[src/rtl/cmp_share_ctrl.sv]
// cmp_share_ctrl: round-robin sharing of one WIDTH-bit inequality comparator.
// Optional saturating diff counter enabled by CMP_SHARE_STATS_EN.
module cmp_share_ctrl #(
  parameter int WIDTH = 5
) (
  input  logic             clk,
  input  logic             rst_n,
  input  logic             req0,
  input  logic [WIDTH-1:0] a0,
  input  logic [WIDTH-1:0] b0,
  input  logic             req1,
  input  logic [WIDTH-1:0] a1,
  input  logic [WIDTH-1:0] b1,
`ifdef CMP_SHARE_STATS_EN
  input  logic             cnt_clr,
  output logic [7:0]       diff_cnt,
`endif
  output logic             ack0,
  output logic             ack1,
  output logic             diff,
  output logic [WIDTH-1:0] diff_vec,
  output logic             busy
);

  typedef enum logic [1:0] {
    S_IDLE,
    S_CMP,
    S_RESP
  } state_t;

  state_t           r_state;
  state_t           w_next;
  logic             r_ptr;
  logic             r_owner;
  logic [WIDTH-1:0] r_op_a;
  logic [WIDTH-1:0] r_op_b;
  logic             r_ack0;
  logic             r_ack1;
  logic             r_diff;
  logic [WIDTH-1:0] r_diff_vec;
  logic             w_gnt_vld;
  logic             w_gnt1;
  logic [WIDTH-1:0] w_diff_vec;

  assign w_diff_vec = r_op_a ^ r_op_b;

  // w_gnt1 selects requester 1; the pointer only breaks ties
  always_comb begin
    w_gnt_vld = 1'b0;
    w_gnt1    = 1'b0;
    unique case (1'b1)
      (req0 && !req1): begin
        w_gnt_vld = 1'b1;
        w_gnt1    = 1'b0;
      end
      (!req0 && req1): begin
        w_gnt_vld = 1'b1;
        w_gnt1    = 1'b1;
      end
      (req0 && req1): begin
        w_gnt_vld = 1'b1;
        w_gnt1    = r_ptr;
      end
      default: begin
        w_gnt_vld = 1'b0;
        w_gnt1    = 1'b0;
      end
    endcase
  end

  always_comb begin
    w_next = r_state;
    case (r_state)
      S_IDLE:  if (w_gnt_vld) w_next = S_CMP;
      S_CMP:   w_next = S_RESP;
      S_RESP:  w_next = S_IDLE;
      default: w_next = S_IDLE;
    endcase
  end

  always_ff @(posedge clk or negedge rst_n) begin
    if (!rst_n) begin
      r_state <= S_IDLE;
      r_ptr   <= 1'b0;
      r_owner <= 1'b0;
      r_op_a  <= '0;
      r_op_b  <= '0;
    end else begin
      r_state <= w_next;
      if (r_state == S_IDLE && w_gnt_vld) begin
        r_owner <= w_gnt1;
        r_ptr   <= ~w_gnt1;
        r_op_a  <= w_gnt1 ? a1 : a0;
        r_op_b  <= w_gnt1 ? b1 : b0;
      end
    end
  end

  always_ff @(posedge clk or negedge rst_n) begin
    if (!rst_n) begin
      r_ack0     <= 1'b0;
      r_ack1     <= 1'b0;
      r_diff     <= 1'b0;
      r_diff_vec <= '0;
    end else if (r_state == S_CMP) begin
      r_diff_vec <= w_diff_vec;
      r_diff     <= |w_diff_vec;
      r_ack0     <= ~r_owner;
      r_ack1     <= r_owner;
    end else if (r_state == S_RESP) begin
      r_ack0 <= 1'b0;
      r_ack1 <= 1'b0;
    end
  end

`ifdef CMP_SHARE_STATS_EN
  logic [7:0] r_cnt;

  always_ff @(posedge clk or negedge rst_n) begin
    if (!rst_n) begin
      r_cnt <= 8'd0;
    end else if (cnt_clr) begin
      r_cnt <= 8'd0;
    end else if (r_state == S_CMP && (|w_diff_vec) && r_cnt != 8'hFF) begin
      r_cnt <= r_cnt + 8'd1;
    end
  end

  assign diff_cnt = r_cnt;
`endif

  assign ack0     = r_ack0;
  assign ack1     = r_ack1;
  assign diff     = r_diff;
  assign diff_vec = r_diff_vec;
  assign busy     = (r_state != S_IDLE);

endmodule

[config.mk]
export PLATFORM = sky130hd
export DESIGN_NAME = cmp_share_ctrl
export DESIGN_NICKNAME = d
export VERILOG_FILES = /design/src/rtl/cmp_share_ctrl.sv
export SDC_FILE = /design/constraint.sdc
export NUM_CORES = 1
export LEC_CHECK = 0
export ABC_AREA = 1
export CAP_MARGIN = 25
export CORE_UTILIZATION = 40
export CTS_CLUSTER_SIZE = 28
export DETAILED_ROUTE_END_ITERATION = 6
export PLACE_DENSITY = 0.68
export SYNTH_ARGS = -nofsm -noshare
export SYNTH_HDL_FRONTEND = slang
export SYNTH_SLANG_ARGS = --single-unit
[constraint.sdc]
create_clock -name clk -period 2.66 [get_ports clk]
set_input_delay 0.798 -clock clk [delete_from_list [all_inputs] [get_ports clk]]
set_output_delay 0.798 -clock clk [all_outputs]
set_load 0.03 [all_outputs]
==> metrics.txt <==
global-route usage over all layers 15.37%; Tmin final 2.568 ns; # resized after CTS 0; P_sw 746.4 uW; worst vdd ir 282.0 uV; clock sinks 22; Pwr Total 1.670 mW; status finished with violations; Root Driver clkbuf_4; CTS tree done; diode count 0; most frequent cells in the layout nand2_1, inv_1, clkdlybuf4s50_1, dfrtp_1, nand3_2; nature of the critical path endpoint output port; commonest non-fill, non-tap cell in the layout nand2_1; fill count 270; Crit Path Category reg2out; top fanout value on the critical path 4; nets@finish 226; Distinct cells, synth 16; Hold Crit Class reg2reg; die height 57.28 um; post-synthesis mux area share 0%; Die ar. 3281 um2; area share of the largest cell type after synthesis 45.04%; worst hold path depth 2; CP arrival 1.77 ns; clock-pin slew on the worst setup and hold paths 0.12 ns; via/cell ratio 4.500; Core Region 2829 um2; CTS Buf Count 3; Critical R2R Launch r_state[0]; unrepaired setup endpoints after global routing false; setup TNS 0 ns; Final Hold Fails 0; Clock Skew 0.007361 ns; worst hold slack 0.4993 ns; Initial Util 43.21%; Internal 923.9 uW; Synth Area in Simple Gates 31.01%; DP HPWL 1.830 mm; Final Slew Violations 0; Final WS setup 0.09212 ns; hold path start diff_vec[0]; TritonRoute pass-1 iters 6; drt drc 2; post-CTS repair timing setup buffer count 0; Mapped Avg Cell Area 7.454 um2; Post-Synth Adder-Cell Area 3.071%; post-synth top area cell dfrtp_1; worst-case reg-to-reg path depth 6; pwr/cell area 1049 nW/um2; proportion of synthesized chip area in sequential cells 45.04%; post-synth net total 191; r2r endpoint r_ptr; Site Rows 19; Lkg Pwr 0.8773 nW; Max Root-Sink Buffers 2; worst-case hold path end point diff_vec[0]; share of cells above drive strength 1 9.137%; first-pass GRT wire length 3.884 mm; DIE WIDTH 57.28 um; vias in the first global route 982; Post-Syn Instances 164; I/O pin count 33; Hold Buf Count CTS 0; grt ovf 0; relative slew slack 72.85%; Final setup viols 0; sw frac 44.68%; GPL Wtd Cong 0.7169; Buffers on Ports 32; P&R area growth vs syn 30.30%; Worst Tran Pin Value 0.4073 ns; main combinational cell family by area after synthesis simple AND/OR/NAND/NOR gates; Req. time, crit path 1.86 ns; final WL 2.261 mm; failing checks DRC; htree depth 1; area of the mapped netlist 1222 um2; ANT nets after route 0; XOR/XNOR share of the synthesized area 0.7165%; Final Cycle Share 96.54%; Max-cap violations 0; sequential power share 36.1%; Synth Register Bits 22; initial antenna violation count 0; largest net degree at the start of global routing 23; synth top area cells dfrtp_1, nand2_1, inv_1, nand3_2, ha_1; routed vias 1026; Synth Area in Compound Gates 5.118%; Clock power frac 8.6%; Combinational Power Share 55.3%; critical path launch point type flop; pre-CTS WS 0.4445 ns; Iteration-0 DRC Markers 36; Synth warnings 0; fmax 0.3894 GHz; clk_lat worst skew 0.30 ns; wire length per cell 9.917 um; r2r setup slk 1.22 ns
==> stage by stage <==
step / instances / utilization (%) / area [um2]
floorplan: 164 / - / 1222
global placement: 225 / 55.51 / 1570
detailed placement: 225 / 55.51 / 1570
CTS: 228 / 56.30 / 1593
global route: 228 / 56.30 / 1593
finish: 228 / 56.30 / 1593
==> worst max-delay path: stages, from the launching register on <==
cell	delay [ns]
dfrtp_1	0.39
inv_1	0.09
ha_1	0.26
inv_1	0.07
clkdlybuf4s50_1	0.66
==> cells by family after synthesis <==
family	count (synthesis)
buffers and inverters	45
and+or+nand+nor	82
xor gates and xnor gates	1
DFF	22
adders and majority gates	3
AOI/OAI and AO/OA	11
==> power by group through the flow <==
stage | registers, mW | clock network (mW) | logic [mW]
final | 0.602 | 0.144 | 0.924
after global routing | 0.625 | 0.163 | 1.04
after CTS | 0.605 | 0.151 | 0.935
after detailed placement | 0.611 | 0 | 0.929
after global placement | 0.595 | 0 | 0.895
after floorplan | 0.693 | 0 | 0.572
==> Yosys cell counts <==
cell,instances
nand2_1,63
inv_1,39
dfrtp_1,22
nand3_2,11
nor2_1,6
o21ai_0,5
a31oi_1,4
buf_2,3
ha_1,3
nand3_1,2
buf_4,1
buf_6,1
inv_2,1
o21a_1,1
o21ai_1,1
xor2_1,1
==> registers in the layout (all words and copies together) (netlist names) <==
| register | count |
|---|---|
| ack0 | 1 |
| ack1 | 1 |
| r_owner | 1 |
| diff_vec | 5 |
| r_op_a | 5 |
| r_ptr | 1 |
| diff | 1 |
| r_op_b | 5 |
| r_state | 2 |
==> layout make-up <==
type	count	area [um2]	area share [%]
Clock buffer	3	22.52	1.414
Inverter	40	150.1	9.427
Multi-Input combinational cell	97	488.0	30.64
Sequential cell	22	550.5	34.56
Tap cell	31	38.79	2.435
Timing Repair Buffer	35	342.8	21.52
==> per-layer routing <==
| metal | up-vias | global-route usage (%) | share of wire [%] |
|---|---|---|---|
| li1 | 545 | - | - |
| met1 | 446 | 16.84 | 45 |
| met2 | 31 | 28.07 | 48 |
| met3 | 4 | 2.268 | 4.5 |
| met4 | 0 | 9.059 | 2.0 |
| met5 | - | 0 | 0 |
==> worst max-delay path by stage <==
stage                           from  endpoint  slack, ns  depth (start not counted)
after floorplan           r_state[0]      busy       1.02                          3
after global placement    r_state[0]      busy       0.50                          4
after detailed placement  r_state[0]      busy       0.44                          4
after CTS                 r_state[0]      busy       0.09                          4
after global routing      r_state[0]      busy       0.02                          4
final                     r_state[0]      busy       0.09                          4
Power figures use the tool's default switching activity.
